===== src/rtl/seq_mult_ctrl.sv =====
// Sequential multiplier controller: streams 2-bit slices of b (LSB first) to an external
// A_W x 2 partial-product unit and shift-accumulates the results into the full product.
module seq_mult_ctrl #(
  parameter int unsigned A_W  = 4,
  parameter int unsigned B_W  = 4,
  parameter int unsigned PP_W = 8
) (
  input  logic               clk,
  input  logic               rst_n,
  input  logic               in_valid,
  output logic               in_ready,
  input  logic [A_W-1:0]     in_a,
  input  logic [B_W-1:0]     in_b,
  output logic [A_W-1:0]     pp_a,
  output logic [1:0]         pp_b,
  input  logic [PP_W-1:0]    pp_y,
  output logic               out_valid,
  input  logic               out_ready,
  output logic [A_W+B_W-1:0] product,
  output logic               busy
);

  localparam int unsigned NS   = B_W / 2;
  localparam int unsigned IW   = (NS > 1) ? $clog2(NS) : 1;
  localparam int unsigned P_W  = A_W + B_W;
  localparam int unsigned SL_W = A_W + 2;

  typedef enum logic [1:0] {S_IDLE, S_MUL, S_DONE} state_t;

  state_t         state, state_nxt;
  logic [B_W-1:0] b_reg;
  logic [P_W-1:0] acc;
  logic [P_W-1:0] pp_term_c;
  logic [P_W-1:0] acc_sum_c;
  logic [IW-1:0]  idx;
  logic [IW-1:0]  idx_inc_c;
  logic           last_slice_c;
  logic           accept_c;
  logic           in_ready_nxt;
  logic           out_valid_nxt;
  logic           busy_nxt;
  logic           pp_y_unused;

  // Only the low A_W+2 bits of the partial product carry information.
  assign pp_y_unused  = ^pp_y;
  assign pp_term_c    = P_W'(pp_y[SL_W-1:0]) << {idx, 1'b0};
  assign acc_sum_c    = acc + pp_term_c;
  assign idx_inc_c    = idx + IW'(1);
  assign last_slice_c = (idx == IW'(NS - 1));
  assign accept_c     = in_valid & in_ready;

  // State register plus the flags decoded from the upcoming state.
  always_ff @(posedge clk or negedge rst_n) begin
    if (!rst_n) begin
      state     <= S_IDLE;
      in_ready  <= 1'b1;
      out_valid <= 1'b0;
      busy      <= 1'b0;
    end else begin
      state     <= state_nxt;
      in_ready  <= in_ready_nxt;
      out_valid <= out_valid_nxt;
      busy      <= busy_nxt;
    end
  end

  // Next-state logic.
  always_comb begin
    state_nxt = state;
    case (state)
      S_IDLE:  if (accept_c)     state_nxt = S_MUL;
      S_MUL:   if (last_slice_c) state_nxt = S_DONE;
      S_DONE:  if (out_ready)    state_nxt = S_IDLE;
      default:                   state_nxt = S_IDLE;
    endcase
  end

  // Output decode, one cycle ahead so the flags leave the block from flops.
  always_comb begin
    in_ready_nxt  = 1'b0;
    out_valid_nxt = 1'b0;
    busy_nxt      = 1'b0;
    case (state_nxt)
      S_IDLE:  in_ready_nxt  = 1'b1;
      S_MUL:   busy_nxt      = 1'b1;
      S_DONE:  begin
        out_valid_nxt = 1'b1;
        busy_nxt      = 1'b1;
      end
      default: in_ready_nxt  = 1'b1;
    endcase
  end

  // Datapath: operand capture, slice sequencing and shift-accumulate.
  always_ff @(posedge clk or negedge rst_n) begin
    if (!rst_n) begin
      b_reg   <= '0;
      acc     <= '0;
      idx     <= '0;
      product <= '0;
      pp_a    <= '0;
      pp_b    <= '0;
    end else begin
      case (state)
        S_IDLE: begin
          if (accept_c) begin
            b_reg <= in_b;
            pp_a  <= in_a;
            pp_b  <= in_b[1:0];
            acc   <= '0;
            idx   <= '0;
          end
        end
        S_MUL: begin
          acc <= acc_sum_c;
          idx <= idx_inc_c;
          if (last_slice_c) begin
            product <= acc_sum_c;
          end else begin
            pp_b <= b_reg[{idx_inc_c, 1'b0} +: 2];
          end
        end
        default: begin
        end
      endcase
    end
  end

endmodule


===== config.mk =====
export PLATFORM = sky130hd
export DESIGN_NAME = seq_mult_ctrl
export DESIGN_NICKNAME = d
export VERILOG_FILES = /design/src/rtl/seq_mult_ctrl.sv
export SDC_FILE = /design/constraint.sdc
export NUM_CORES = 1
export LEC_CHECK = 0
export BUFFER_PORTS_ARGS = -buffer_cell sky130_fd_sc_hd__buf_2
export CORE_MARGIN = 2
export CORE_UTILIZATION = 40
export CTS_CLUSTER_DIAMETER = 150
export DETAILED_ROUTE_END_ITERATION = 12
export GPL_TIMING_DRIVEN = 0
export SYNTH_ARGS = -nofsm -noshare
export SYNTH_HDL_FRONTEND = slang
export SYNTH_SLANG_ARGS = --single-unit

===== constraint.sdc =====
create_clock -name clk -period 2.5 [get_ports clk]
set_clock_uncertainty 0.15 [all_clocks]
set_input_delay 0.5 -clock clk [delete_from_list [all_inputs] [get_ports clk]]
set_output_delay 0.5 -clock clk [all_outputs]
set_load 0.005 [all_outputs]

==> flow_metrics.env <==
export IMPL_antenna_found_initial=0
export IMPL_io_pins=37
export IMPL_rows=22
export IMPL_totalWireLength_um=2890
export IMPL_worst_hold_slack_ns=0.0998
export IMPL_vias_per_cell=4.83
export IMPL_setup_viol=0
export IMPL_firstDrtPassIters=4
export IMPL_final_nets=209
export IMPL_synth_top_family_by_area="compound AO/OA/AOI/OAI gates"
export IMPL_grt_max_degree=31
export IMPL_drc_errors=0
export IMPL_diodes=0
export IMPL_synth_edff_count=0
export IMPL_syn_inst=139
export IMPL_synth_mux_area_frac=0.0915
export IMPL_synthTopCellsByArea="dfrtp_1 (49%), mux2_2 (9.2%), nand2_1 (7.4%)"
export IMPL_final_hold_violation_count=0
export IMPL_synthAdderAreaFrac=0.0814
export IMPL_hold_class="input port to asynchronous set/reset pin"
export IMPL_finalPower_mw=2.53
export IMPL_clk_path_buf_depth=2
export IMPL_slew_headroom=0.554
export IMPL_wl_per_cell_um=12.6
export IMPL_synth_area_per_cell_sq_um=10.6
export IMPL_drt_iter0_drc=35
export IMPL_core_area_sq_um=3610
export IMPL_leakage_nw=0.906
export IMPL_grt_ovfl_total=0
export IMPL_clkSinkCount=30
export IMPL_fin_crit_ns=2.26
export IMPL_dp_worst_setup_slack_ns=0.0331
export IMPL_top_regs="acc: 8 flops, product: 8 flops, pp_a: 4 flops"
export IMPL_synth_top_area_frac=0.492
export IMPL_clk_latency_ns=0.28
export IMPL_path_max_fanout=10
export IMPL_vdd_drop_max_uv=617
export IMPL_fill_cells=341
export IMPL_synth_cell_types=29
export IMPL_r2r_setup_slack_ns=0.24
export IMPL_yosysTopAreaCell="dfrtp_1"
export IMPL_timing_rr_end="acc[5]$_DFFE_PN0P_"
export IMPL_htree_levels=2
export IMPL_routabilityCongestion=0.757
export IMPL_max_cap_violations=0
export IMPL_p_per_area_nw_per_um2=1380
export IMPL_post_dp_hpwl_um=2220
export IMPL_r2r_start="idx$_DFFE_PN0P_"
export IMPL_area_delta_synth_final_pct=23.6
export IMPL_worst_slew_pin_slew_ns=0.670
export IMPL_crit_type="flop to flop"
export IMPL_cts_repair_timing_setup_buffer_count=0
export IMPL_yosysSeqAreaShare=0.509
export IMPL_synth_simple_area_share=0.112
export IMPL_synth_flop_cell="dfrtp_1"
export IMPL_cts_buffers_inserted=5
export IMPL_path_clk_slew_ns=0.06
export IMPL_postCtsHoldBufs=0
export IMPL_finalMaxSlewViolations=0
export IMPL_crit_path_end_kind="flop"
export IMPL_cts_tree="done"
export IMPL_grt_pass1_wl_um=4840
export IMPL_root_buffer="clkbuf_8"
export IMPL_cp_required_ns=2.51
export IMPL_ys_warn_count=0
export IMPL_io_buffers=34
export IMPL_die_area_sq_um=4190
export IMPL_status="finished, final reports clean"
export IMPL_setup_slack_ns=0.237
export IMPL_vias=1107
export IMPL_fmaxAchievable_ghz=0.442
export IMPL_dieHeight_um=64.8
export IMPL_first_global_vias=1078
export IMPL_synth_compound_area_frac=0.126
export IMPL_synth_fp_nets=168
export IMPL_cts_resized=0
export IMPL_synth_area_sq_um=1480
export IMPL_ys_seq_elements=30
export IMPL_critical_path_arrival_ns=2.28
export IMPL_startpoint_type="flop"
export IMPL_drive_above_1_share=0.359
export IMPL_finalSetupTns_ns=0
export IMPL_grt_use_total=0.153
export IMPL_post_route_period_util=0.905
export IMPL_worst_r2r_path_depth=8
export IMPL_fp_dieW_um=64.8
export IMPL_synth_async_reset_ratio=1.00
export IMPL_rsz0062_at_grt="no"
export IMPL_antenna_left=0
export IMPL_postLayoutCoreUtil=0.506
export IMPL_synth_xor_area_frac=0.0415
export IMPL_start_util=0.409
## layer usage
layer	track usage	share of wire	vias to the layer above
met5	0	0	-
met4	0.0798	0.017	0
met3	0.0365	0.062	6
met2	0.233	0.46	31
met1	0.203	0.46	515
li1	-	-	555
## per-stage QoR
| step | instance area (sq um) | instances |
|---|---|---|
| floorplan | 1480 | 139 |
| global route | 1830 | 229 |
| CTS | 1820 | 229 |
| global placement | 1710 | 221 |
| detailed placement | 1710 | 221 |
| finish | 1830 | 229 |
## power by group
part / internal (mW) / total, mW / switching [mW]
Clock: 0.278 / 0.454 / 0.176
Combinational: 0.577 / 1.21 / 0.638
Sequential: 0.733 / 0.859 / 0.126
## cells in the final DEF (no fill, tap or decap), types with 2 or more instances in the layout
cell / instances
buf_4: 3
o21ai_1: 3
nand2_1: 29
mux2_2: 12
nor2b_1: 2
ha_1: 8
a21oi_2: 2
dfrtp_1: 29
xnor2_1: 4
o21ai_0: 10
clkbuf_8: 8
buf_2: 35
o22ai_1: 6
inv_1: 4
a22oi_1: 2
a21oi_1: 4
nor2_1: 5
xor2_1: 3
## worst max-delay path, cell delays in order, from the launching register on
cell	delay (ns)
dfrtp_1	0.35
buf_4	0.18
mux2_2	0.36
ha_1	0.34
o21ai_1	0.18
o21ai_1	0.10
a21oi_2	0.15
xor2_1	0.23
o22ai_1	0.10
## synth_stat cells, types with 2 or more instances
| cell | n |
|---|---|
| xnor2_1 | 4 |
| nand2_1 | 29 |
| nor2_1 | 5 |
| o21ai_0 | 10 |
| buf_4 | 2 |
| xor2_1 | 3 |
| dfrtp_1 | 29 |
| a22oi_1 | 2 |
| inv_1 | 4 |
| o22ai_1 | 6 |
| buf_2 | 2 |
| a21oi_1 | 5 |
| mux2_2 | 12 |
| o21ai_1 | 3 |
| ha_1 | 8 |
| nor2b_1 | 2 |
## cells by family (layout without fill, tap and decap cells)
logic type	count (synthesis)	in the layout
xor gates and xnor gates	7	7
and+or+nand+nor	40	40
adders and majority gates	9	9
muxes	12	12
DFF	30	30
AOI/OAI and AO/OA	31	31
buffers and inverters	10	52
## layout make-up
type                            instances  area [sq um]  area share
Sequential cell                        30           752       0.412
Multi-Input combinational cell         99           674       0.369
Timing Repair Buffer                   34           170      0.0932
Clock buffer                            8           110      0.0603
Tap cell                               48          60.1      0.0329
Buffer                                  6          43.8      0.0240
Inverter                                4          15.0     0.00822
## worst max path at each step
stage | start | end | slack (ns) | cells after the start
finish | idx$_DFFE_PN0P_ | acc[5]$_DFFE_PN0P_ | 0.24 | 8
global route | idx$_DFFE_PN0P_ | product[6]$_DFFE_PN0P_ | 0.004 | 8
CTS | idx$_DFFE_PN0P_ | product[6]$_DFFE_PN0P_ | 0.10 | 9
detailed placement | pp_y[0] | product[6]$_DFFE_PN0P_ | 0.03 | 9
global placement | pp_y[0] | product[6]$_DFFE_PN0P_ | 0.04 | 9
floorplan | pp_y[0] | product[6]$_DFFE_PN0P_ | 0.32 | 8
No activity file was read; power rests on OpenSTA's default activity.
